<file path="src/rtl/ks_pkg.sv">
// Shared constants and types for the Kogge-Stone subtractor.
// Stage records carry the prefix G/P pair plus the bitwise propagate and carry-in needed for the final XOR.
package ks_pkg;

  localparam int KS_WIDTH   = 16;
  localparam int KS_LATENCY = 6;
  localparam int KS_LEVELS  = 4;

  typedef struct packed {
    logic [KS_WIDTH-1:0] g;
    logic [KS_WIDTH-1:0] p;
  } gp_t;

  typedef struct packed {
    gp_t                 gp;
    logic [KS_WIDTH-1:0] p0;
    logic                cin;
  } ks_stage_t;

  function automatic logic [4:0] ks_span(input int level);
    return 5'(1 << level);
  endfunction

endpackage

</file>
<file path="src/rtl/ks_subtractor_if.sv">
// Operand/result bundle for ks_subtractor.
// Ovf exists only when KS_SUB_OVERFLOW_EN is defined.
interface ks_subtractor_if;
  import ks_pkg::*;

  logic                ce;
  logic                in_valid;
  logic [KS_WIDTH-1:0] A;
  logic [KS_WIDTH-1:0] B;
  logic                Bin;
  logic [KS_WIDTH-1:0] Diff;
  logic                Bout;
  logic                out_valid;
`ifdef KS_SUB_OVERFLOW_EN
  logic                Ovf;
`endif

  modport master (
    output ce, in_valid, A, B, Bin,
`ifdef KS_SUB_OVERFLOW_EN
    input  Ovf,
`endif
    input  Diff, Bout, out_valid
  );

  modport slave (
    input  ce, in_valid, A, B, Bin,
`ifdef KS_SUB_OVERFLOW_EN
    output Ovf,
`endif
    output Diff, Bout, out_valid
  );

endinterface

</file>
<file path="src/rtl/ks_prefix_stage.sv">
// One Kogge-Stone black-cell level: combines each bit with the bit 'span' positions below.
// Bits below span pass through unchanged.
import ks_pkg::*;

module ks_prefix_stage (
  input  gp_t        gp_in,
  input  logic [4:0] span,
  output gp_t        gp_out
);

  logic [KS_WIDTH-1:0] low_mask;

  always_comb begin
    low_mask  = ({{(KS_WIDTH-1){1'b0}}, 1'b1} << span) - {{(KS_WIDTH-1){1'b0}}, 1'b1};
    gp_out.g  = gp_in.g | (gp_in.p & (gp_in.g << span));
    gp_out.p  = gp_in.p & ((gp_in.p << span) | low_mask);
  end

endmodule

</file>
<file path="src/rtl/ks_subtractor.sv">
// 6-stage pipelined 16-bit subtractor: A + ~B + ~Bin via Kogge-Stone prefix, Bout = ~carry.
// Define KS_SUB_OVERFLOW_EN to add the registered signed-overflow output Ovf.
import ks_pkg::*;

module ks_subtractor (
  input  logic                clk,
  input  logic                rst,
  ks_subtractor_if.slave      bus
);

  ks_stage_t             stg_in;
  ks_stage_t             stg [KS_LEVELS+1];
  gp_t                   lvl_gp [KS_LEVELS];
  logic [KS_LATENCY-1:0] vld;
  logic [KS_WIDTH-1:0]   diff_next;
  logic [KS_WIDTH-1:0]   diff_q;
  logic                  bout_q;
  logic [KS_WIDTH-1:0]   b_inv;
  logic [KS_WIDTH-1:0]   p_bit;
  logic [KS_WIDTH-1:0]   g_bit;

  // Borrow-in becomes carry-in of the inverted subtrahend, folded into G[0].
  always_comb begin
    b_inv      = ~bus.B;
    p_bit      = bus.A ^ b_inv;
    g_bit      = bus.A & b_inv;
    g_bit[0]   = g_bit[0] | (p_bit[0] & ~bus.Bin);
    stg_in.gp  = '{g: g_bit, p: p_bit};
    stg_in.p0  = p_bit;
    stg_in.cin = ~bus.Bin;
  end

  for (genvar k = 0; k < KS_LEVELS; k++) begin : g_level
    ks_prefix_stage u_stage (
      .gp_in  (stg[k].gp),
      .span   (ks_span(k)),
      .gp_out (lvl_gp[k])
    );
  end

  // Data registers are left unreset; the valid chain masks them.
  always_ff @(posedge clk) begin
    if (bus.ce) begin
      stg[0] <= stg_in;
      for (int k = 0; k < KS_LEVELS; k++) begin
        stg[k+1].gp  <= lvl_gp[k];
        stg[k+1].p0  <= stg[k].p0;
        stg[k+1].cin <= stg[k].cin;
      end
    end
  end

  assign diff_next = stg[KS_LEVELS].p0 ^ {stg[KS_LEVELS].gp.g[KS_WIDTH-2:0], stg[KS_LEVELS].cin};

  always_ff @(posedge clk) begin
    if (rst) begin
      vld    <= '0;
      diff_q <= '0;
      bout_q <= 1'b0;
    end else if (bus.ce) begin
      vld    <= {vld[KS_LATENCY-2:0], bus.in_valid};
      diff_q <= diff_next;
      bout_q <= ~stg[KS_LEVELS].gp.g[KS_WIDTH-1];
    end
  end

  assign bus.Diff      = diff_q;
  assign bus.Bout      = bout_q;
  assign bus.out_valid = vld[KS_LATENCY-1];

`ifdef KS_SUB_OVERFLOW_EN
  // Operand sign bits ride alongside the prefix stages: {A[15], B[15]}.
  logic [1:0] msb [KS_LATENCY-1];
  logic       ovf_q;

  always_ff @(posedge clk) begin
    if (bus.ce) begin
      msb[0] <= {bus.A[KS_WIDTH-1], bus.B[KS_WIDTH-1]};
      for (int k = 1; k < KS_LATENCY-1; k++) begin
        msb[k] <= msb[k-1];
      end
    end
  end

  always_ff @(posedge clk) begin
    if (rst) begin
      ovf_q <= 1'b0;
    end else if (bus.ce) begin
      ovf_q <= (msb[KS_LATENCY-2][1] != msb[KS_LATENCY-2][0]) &&
               (diff_next[KS_WIDTH-1] != msb[KS_LATENCY-2][1]);
    end
  end

  assign bus.Ovf = ovf_q;
`endif

endmodule
</file>
<file path="src/flat_wrapper.sv">
// flat-port wrapper written by rule: the top's interface ports become plain ports
module ks_subtractor_flat 
  (clk, rst, bus_ce, bus_in_valid, bus_A, bus_B, bus_Bin, bus_Diff, bus_Bout, bus_out_valid);
  ks_subtractor_if bus_i ();
  input  logic clk;
  input  logic rst;
  input wire logic [$bits(bus_i.ce)-1:0] bus_ce;
  input wire logic [$bits(bus_i.in_valid)-1:0] bus_in_valid;
  input wire logic [$bits(bus_i.A)-1:0] bus_A;
  input wire logic [$bits(bus_i.B)-1:0] bus_B;
  input wire logic [$bits(bus_i.Bin)-1:0] bus_Bin;
  output wire logic [$bits(bus_i.Diff)-1:0] bus_Diff;
  output wire logic [$bits(bus_i.Bout)-1:0] bus_Bout;
  output wire logic [$bits(bus_i.out_valid)-1:0] bus_out_valid;
  assign bus_i.ce = bus_ce;
  assign bus_i.in_valid = bus_in_valid;
  assign bus_i.A = bus_A;
  assign bus_i.B = bus_B;
  assign bus_i.Bin = bus_Bin;
  assign bus_Diff = bus_i.Diff;
  assign bus_Bout = bus_i.Bout;
  assign bus_out_valid = bus_i.out_valid;
  ks_subtractor u_core (.clk(clk), .rst(rst), .bus(bus_i));
endmodule
</file>
<file path="config.mk">
export PLATFORM = sky130hd
export DESIGN_NAME = ks_subtractor_flat
export DESIGN_NICKNAME = d
export VERILOG_FILES = /design/src/rtl/ks_pkg.sv /design/src/rtl/ks_subtractor_if.sv /design/src/rtl/ks_prefix_stage.sv /design/src/rtl/ks_subtractor.sv /design/src/flat_wrapper.sv
export SDC_FILE = /design/constraint.sdc
export NUM_CORES = 1
export LEC_CHECK = 0
export CAP_MARGIN = 20
export CORE_MARGIN = 2
export CORE_UTILIZATION = 58
export DETAILED_ROUTE_END_ITERATION = 16
export GPL_ROUTABILITY_DRIVEN = 0
export PLACE_DENSITY = 0.91
export SLEW_MARGIN = 10
export SYNTH_ARGS = -nofsm -noshare
export SYNTH_HDL_FRONTEND = slang
export SYNTH_SLANG_ARGS = --single-unit
export TNS_END_PERCENT = 20
</file>
<file path="constraint.sdc">
create_clock -name clk -period 1.36 [get_ports clk]
set_input_delay 0.34 -clock clk [delete_from_list [all_inputs] [get_ports clk]]
set_output_delay 0.34 -clock clk [all_outputs]
set_load 0.005 [all_outputs]
</file>
==> run metrics, run 1 <==
run status complete, but fails checks; failing checks negative setup slack; layout cell share with drive strength beyond 1 0.159; DR vias/cell between 5 and 6; synth warn 0; crit path buf inv count 1; Pint ~12 mW; CTS H-tree depth 1; antenna diode count 0; All-Layer GR Usage 0.173; worst skew pair latency 0.49 ns; vias in the first global route between 3000 and 4000; mapped cell area between 7000 and 8000 um^2; multi-input logic area ~1200 um^2; CTS Sinks around 220; Final Hold Vio Count 0; # rows 42; Worst Hold Class input port to flip-flop; mean area per synthesized cell 19.1 um^2; Worst-Margin Slew 0.261 ns; maximum vdd ir drop 1.04 mV; num ports between 50 and 60; post-synthesis adder-cell area fraction 0.0258; Synth-to-Final Area Change 19.4%; register area ~6500 um^2; starting density of the core 0.591; XOR/XNOR Fraction of Synth Area 0.0180; Total Nets Final ~540; Die X 120 um; Slowest-stage cell, CP dfxtp_1; max cap viols 0; hpwl dp roughly 7.1 mm; Crit Path Class flip-flop to output port; Power Total approximately 15 mW; Setup crit end kind output port; largest net degree at the start of global routing 41; Clock Skew around 0.0081 ns; Logic pwr share 0.048; max incr delay on CP roughly 0.31 ns; Slew Limit Fails 0; CP arrival between 1 and 1.5 ns; Synth Area in Compound Gates 0.0686; Die Span Y 120 um; Lkg Pwr between 3 and 4 nW; hold_ws 0.262 ns; global-route wire length before repair 19.1 mm; final wirelength 11.8 mm; cell family with most CP delay flip-flops; GR Overflow Total 0; required time worst endpoint about 1.0 ns; simple logic cell fraction of the synthesized area 0.0385; syn_nets 460; CP startpoint kind flip-flop; Max-Slew Margin vs Limit 0.825; post-layout instance area roughly 9300 um^2; switch share 0.198; Gate Count Post-Synth between 400 and 500; Core Box Area 13100 um^2; port bufs 54; fin crit share 1.02; Switch Pwr between 2 and 3 mW; final worst slack -0.0240 ns; wire length per cell ~17 um; Final Critical Period approximately 1.4 ns; Reg clk slew, reported paths ~0.06 ns; pwr/cell area between 1500 and 2000 nW/um^2; Clk pwr share 0.382; Area after DPL slightly below 9000 um^2; detailed-router iteration count before antenna repair 5; Fillers just under 800; Fmax 0.723 GHz; clock tree from TritonCTS yes; Seq pwr share 0.571; post-synth cell types 13; initial antenna violation count 0; residual DRC count 0; vias roughly 3600; clk buf depth 3; RSZ-0062 raised after global routing true; crit path max fanout 2; Num CTS Buffers 22; register area share after synthesis 0.828; mux contribution to synthesized area 0.00773; Hold-fix buffers, CTS 0; combinational family with the most area after synthesis compound AO/OA/AOI/OAI gates; Die ar. 14300 um^2; Root Driver clkbuf_16; #FFs+latches synth between 200 and 250; post-route ant nets 0; Setup violations, final 1; CP Cell Sequence dlygate4sd2_1; 1st-iter DRT viols about 250
[registers in the layout, summed over array words and instances, names as in the netlist]
register,flops
u_core.bus.Bout,1
u_core.vld,6
u_core.stg,199
u_core.bus.Diff,16
[per-stage QoR]
stage               TNS (ns)  worst slack (ns)  std cells  utilization
finish               -0.0240           -0.0240        680        0.706
global route         -0.0958           -0.0570        680        0.706
CTS                   -0.268           -0.0489        680        0.708
detailed placement    -0.547            -0.256        640        0.659
global placement      -0.298            -0.185        640        0.659
floorplan                  0             0.295        407            -
[worst reg2reg max path, stage by stage, from the launching register on]
cell and delay (ns):
edfxtp_1 0.41, xnor2_1 0.28, a211oi_2 0.11
[layer usage]
| metal | up-vias | global-route usage | wire length, um |
|---|---|---|---|
| met4 | 0 | 0.0721 | 335 |
| met2 | 109 | 0.306 | 6120 |
| met3 | 30 | 0.0361 | 648 |
| met5 | - | 0 | 0 |
| met1 | 1784 | 0.207 | 4710 |
| li1 | 1694 | - | - |
[path summary, 6_finish.rpt]
path                       startpoint                   to  slack (ns)  cells after the start
hold / removal                 bus_ce     u_core.stg[1][2]        0.26                      1
hold reg to reg      u_core.stg[3][7]     u_core.stg[4][7]        0.42                      0
setup / recovery  u_core.bus.Diff[10]         bus_Diff[10]       -0.02                      1
setup reg to reg    u_core.stg[4][45]  u_core.bus.Diff[13]        0.44                      2
[cell type report]
type	count	area share
Clock inverter	10	0.00796
Tap cell	176	0.0237
Inverter	17	0.00688
Sequential cell	222	0.696
Timing Repair Buffer	66	0.0691
Multi-Input combinational cell	162	0.133
Clock buffer	27	0.0637
[cell usage after synthesis]
library cell  number  area share
a211oi_1          11       0.011
a211oi_2           6      0.0097
xnor2_1           16       0.018
nor2_1            23       0.011
dfxtp_1           23       0.059
ha_1              16       0.026
buf_2              3      0.0019
and2_1            34       0.027
inv_1             17      0.0082
a21o_1            50       0.048
buf_4              3      0.0029
edfxtp_1         199        0.77
mux2i_1            6      0.0077
[power by group through the flow]
| stage | Clock (mW) | Combinational [mW] | Sequential, mW |
|---|---|---|---|
| detailed placement | 0 | 0.712 | 8.41 |
| global placement | 0 | 0.679 | 8.37 |
| finish | 5.55 | 0.692 | 8.30 |
| floorplan | 0 | 0.304 | 8.32 |
| CTS | 5.66 | 0.706 | 8.29 |
| global route | 5.92 | 0.766 | 8.34 |
[cell families (layout without fill, tap and decap cells)]
group / count (synthesis) / after routing
AOI/OAI and AO/OA: 67 / 67
xor gates and xnor gates: 16 / 16
adders and majority gates: 16 / 16
buffers and inverters: 23 / 120
DFF: 222 / 222
muxes: 6 / 6
and+or+nand+nor: 57 / 57
[layout by cell type, fill, tap and decap left out, types with 3 or more instances in the layout]
master / instances
a211oi_1: 11
buf_12: 7
and2_1: 34
clkinv_1: 3
buf_2: 11
a21o_1: 50
ha_1: 16
clkbuf_2: 5
clkbuf_1: 4
dfxtp_1: 8
buf_4: 5
mux2i_1: 6
clkdlybuf4s50_1: 35
clkbuf_16: 23
dfxtp_2: 15
edfxtp_1: 199
clkinv_2: 4
inv_1: 17
xnor2_1: 16
nor2_1: 23
a211oi_2: 6
[repair_timing]
action | 4_1_cts | 5_1_grt
setup endpoints to repair | 18 | 9
buffers inserted | 3 | 0
gates resized for setup | 62 | 15
(Power assumes the default switching activity.)
==> inputs of run 2 (changes only) <==
- SETUP_SLACK_MARGIN: unset -> 0.15
==> run 2 against run 1 <==
The run now ends clean; core utilization up 0.54 points; largest cell class unchanged; via count up 0.11%; critical path depth unchanged; cell area up 0.77%; critical endpoint is now bus_Diff[2]; setup slack better by 0.12 ns.
==> run metrics, run 2 (synthesis results as in run 1) <==
Setup violations, final 0 (was 1); Die X 120 um (unchanged); Setup crit end kind output port (unchanged); DR vias/cell 5.28 (was 5.32); vias in the first global route 3805 (was 3796); Power Total 14.6 mW (was 14.5 mW); largest net degree at the start of global routing 41 (unchanged); Synth-to-Final Area Change 20.3% (was 19.4%); hold_ws 0.262 ns (about the same); Crit Path Class flip-flop to output port (unchanged); Lkg Pwr 3.55 nW (was 3.51 nW); crit path buf inv count 1 (unchanged); Fmax 0.793 GHz (was 0.723 GHz); required time worst endpoint 1.02 ns (about the same); layout cell share with drive strength beyond 1 0.178 (was 0.159); Core Box Area 13100 um^2 (unchanged); Fillers 792 (was 796); worst skew pair latency 0.49 ns (about the same); CTS Sinks 222 (unchanged); run status finished, final reports clean (was complete, but fails checks); pwr/cell area 1560 nW/um^2 (was 1570 nW/um^2); Hold Crit Start bus_ce (unchanged); Reg clk slew, reported paths 0.06 ns (about the same); CP startpoint kind flip-flop (unchanged); num ports 55 (unchanged); hpwl dp 7.07 mm (unchanged); cell family with most CP delay flip-flops (unchanged); Worst-Margin Slew 0.261 ns (unchanged); port bufs 54 (unchanged); Inst Count DP 640 (unchanged); Worst Hold Class input port to flip-flop (unchanged); Largest Register u_core.stg (unchanged); GR Overflow Total 0 (unchanged); max reg flops 199 (unchanged); initial antenna violation count 0 (unchanged); CP Cell Sequence buf_2 (was dlygate4sd2_1); Crit Reg-Reg Startpoint u_core.stg[4][45] (unchanged); Sum Neg Setup Slack 0 ns (was -0.0240 ns); global-route wire length before repair 19.1 mm (about the same); dpl ws -0.256 ns (unchanged); max cap viols 0 (unchanged); Root Driver clkbuf_16 (unchanged); final worst slack 0.0997 ns (was -0.0240 ns); # rows 42 (unchanged); CTS H-tree depth 1 (unchanged); RSZ-0062 raised after global routing true (unchanged); antenna diode count 0 (unchanged); post-route ant nets 0 (unchanged); worst reg-to-reg setup slack 0.44 ns (about the same); Final Hold Vio Count 0 (unchanged); residual DRC count 0 (unchanged); vias 3621 (was 3617); most frequent cells in the layout edfxtp_1, a21o_1, clkdlybuf4s50_1 (unchanged); Total Nets Final 550 (was 544); post-route insts no fill 686 (was 680); Slowest-stage cell, CP dfxtp_2 (was dfxtp_1); Die Span Y 120 um (unchanged); crit path from u_core.bus.Diff[2] (was u_core.bus.Diff[10]); Die ar. 14300 um^2 (unchanged); Hold-fix buffers, CTS 0 (unchanged); maximum vdd ir drop 1.04 mV (about the same); multi-input logic area 1230 um^2 (unchanged); most common cell after layout, fill and taps aside edfxtp_1 (unchanged); clock tree from TritonCTS yes (unchanged); starting density of the core 0.591 (unchanged); 1st-iter DRT viols 263 (was 251); clk buf depth 3 (unchanged); All-Layer GR Usage 0.173 (about the same); detailed-router iteration count before antenna repair 6 (was 5); fin crit share 0.927 (was 1.02); final wirelength 11.8 mm (about the same); Clock Skew 0.00586 ns (was 0.00806 ns); Num CTS Buffers 22 (unchanged); register area 6460 um^2 (was 6450 um^2); Slew Limit Fails 0 (unchanged); Final Critical Period 1.26 ns (was 1.38 ns); max incr delay on CP 0.32 ns (was 0.31 ns); crit path max fanout 2 (unchanged); wire length per cell 17.2 um (was 17.4 um); Max-Slew Margin vs Limit 0.825 (unchanged); CP arrival 0.92 ns (was 1.04 ns)
[run 2: layout make-up]
type,count,area share
inverters,17,0.00683
clock inverters,10,0.00790
well taps,176,0.0236
multi-input cells,162,0.132
repair buffers,72,0.0758
flip-flops and latches,222,0.691
clock buffers,27,0.0632
[run 2: path summary, 6_finish.rpt]
check | depth (start not counted) | to
worst max-delay path | 1 | bus_Diff[2]
worst min-delay path | 1 | u_core.stg[1][2]
worst max register to register | 2 | u_core.bus.Diff[13]
worst min register to register | 0 | u_core.stg[4][7]
[run 2: worst register-to-register path, cell delays in order (launching register included)]
cell      delay, ns
edfxtp_1       0.41
xnor2_1        0.28
a211oi_2       0.11
[run 2: what timing repair did]
item | in CTS | in global routing
resized for setup | 92 | 3
setup endpoints to repair | 18 | 18
hold endpoints to repair | 0 | 0
setup buffers | 7 | 2
cloned | 0 | 0
[run 2: stage by stage]
stage           util  cell area (um^2)
6_report       0.712              9350
5_1_grt        0.712              9350
4_1_cts        0.709              9310
3_5_place_dp   0.659              8650
3_3_place_gp   0.659              8650
2_1_floorplan      -              7770
[run 2: routing by layer]
| layer | vias up | global-route usage | routed length (um) |
|---|---|---|---|
| li1 | 1707 | - | - |
| met1 | 1776 | 0.209 | 4690 |
| met2 | 107 | 0.305 | 6060 |
| met5 | - | 0 | 0 |
| met3 | 31 | 0.0361 | 663 |
| met4 | 0 | 0.0721 | 362 |
[run 2: report_power, final]
| part | total, mW | switching, mW | internal, mW |
|---|---|---|---|
| Clock | 5.55 | 2.29 | 3.25 |
| Combinational | 0.722 | 0.327 | 0.395 |
| Sequential | 8.30 | 0.264 | 8.03 |
==> edit (settings of run 2) <==
`KS_LATENCY`: 6 -> 7.
--- a/src/rtl/ks_pkg.sv
+++ b/src/rtl/ks_pkg.sv
@@ -5,3 +5,3 @@
   localparam int KS_WIDTH   = 16;
-  localparam int KS_LATENCY = 6;
+  localparam int KS_LATENCY = 7;
   localparam int KS_LEVELS  = 4;
Behaviour: not the same (a bounded check fails within 10 cycles, from zero or initial values and one cycle with rst high).
==> edit against run 2 <==
- synthesized area is 1.8% higher
- critical path type unchanged
- power up 0.73%
- non-clock buffer count is 5 higher
- worst hold slack got worse by 0.033 ns
- final area is 1.4% higher
- sequential cell count grew 1
- wire length decreased by 3.4%
- worst setup slack lost 0.0048 ns
==> edit: results (changes against run 2) <==
* Outcome: complete, no violations (unchanged)
* Hpwl dp at 7240 microns (was 7070 microns)
* Sequential power at 8.32 mW (was 8.30 mW)
* Syn_area_per_cell at 19.2 sq um (was 19.1 sq um)
* Vias at 3533 (was 3621)
* Share of layout cells above drive strength 1 at 21.2% (was 17.8%)
* Vias in the first global route at 3708 (was 3805)
* Area post-placement at 8760 sq um (was 8650 sq um)
* Library cells used by synthesis at 17 (was 13)
* Global-route wire length before repair at 18700 microns (was 19100 microns)
* Syn_nets at 464 (was 460)
* Pint at 11.8 mW (was 11.7 mW)
* NumNets Final at 558 (was 550)
* Top cells by count, synth: 199 x edfxtp_1, 50 x a21o_1, 34 x and2_1, 24 x dfxtp_1, 19 x nor2_1 (was 199 x edfxtp_1, 50 x a21o_1, 34 x and2_1, 23 x dfxtp_1, 23 x nor2_1)
* Largest net degree at the start of global routing at 35 (was 41)
* Clock skew at 0.0119 ns (was 0.00586 ns)
* Leak at 3.60 nW (was 3.55 nW)
* DRT iter0 DRCs at 238 (was 263)
* Power Total at 14.7 mW (was 14.6 mW)
* Drt first pass iters at 4 (was 6)
* Total GRT Usage at 16.5% (was 17.3%)
* Seq/Total Area, Yosys at 81.7% (was 82.8%)
* Drt wl/cell at 16.4 microns (was 17.2 microns)
* Pre-CTS setup slack at -0.228 ns (was -0.256 ns)
* VDD IR-drop max at 1.09 mV (was 1.04 mV)
* Synth top area cells: edfxtp_1 76%, dfxtp_1 6.1%, a21o_1 4.7% (was edfxtp_1 77%, dfxtp_1 5.9%, a21o_1 4.8%)
==> edit: changes by cell type after synthesis, moves of 2 or more <==
cell             run 2  this run
nor2_2               0         5
nor2_1              23        19
a211oi_1            11         1
buf_2                3         1
buf_6                0         2
a211oi_2             6        16
==> edit: path summary, 6_finish.rpt <==
path / startpoint / endpoint / slack, ns / depth (start not counted)
worst max-delay path: u_core.bus.Diff[11]$_SDFFE_PP0P_ / bus_Diff[11] / 0.09 / 1
worst min-delay path: bus_ce / u_core.stg[1][20]$_DFFE_PP_ / 0.23 / 1
worst max register to register: u_core.stg[1][42]$_DFFE_PP_ / u_core.stg[2][44]$_DFFE_PP_ / 0.46 / 1
worst min register to register: u_core.stg[3][12]$_DFFE_PP_ / u_core.stg[4][12]$_DFFE_PP_ / 0.41 / 0
==> edit: cell families after synthesis <==
| family | synth area share, % |
|---|---|
| AOI/OAI and AO/OA | 7.37 |
| xor gates and xnor gates | 1.77 |
| adders and majority gates | 2.53 |
| buffers and inverters | 1.79 |
| DFF | 81.7 |
| muxes | 0.886 |
| and+or+nand+nor | 3.99 |
==> edit: repair_timing <==
action	CTS	global route
setup endpoints to repair	18	18
hold buffers	0	0
buffers inserted	10	2
gates resized for setup	89	3
==> edit: area by class of cell <==
class | instances | area [sq um]
fillers | 784 | 3820
multi-input cells | 164 | 1310
clock inverters | 8 | 65.1
clock buffers | 31 | 606
flip-flops and latches | 223 | 6480
well taps | 176 | 220
inverters | 17 | 63.8
repair buffers | 77 | 734
==> edit: metal layers <==
layer / global-route usage [%] / share of wire [%] / vias to the layer above
met5: 0 / 0 / -
met4: 5.38 / 1.8 / 0
met3: 3.35 / 5.1 / 16
met2: 29.0 / 52 / 86
met1: 20.5 / 41 / 1707
li1: - / - / 1724
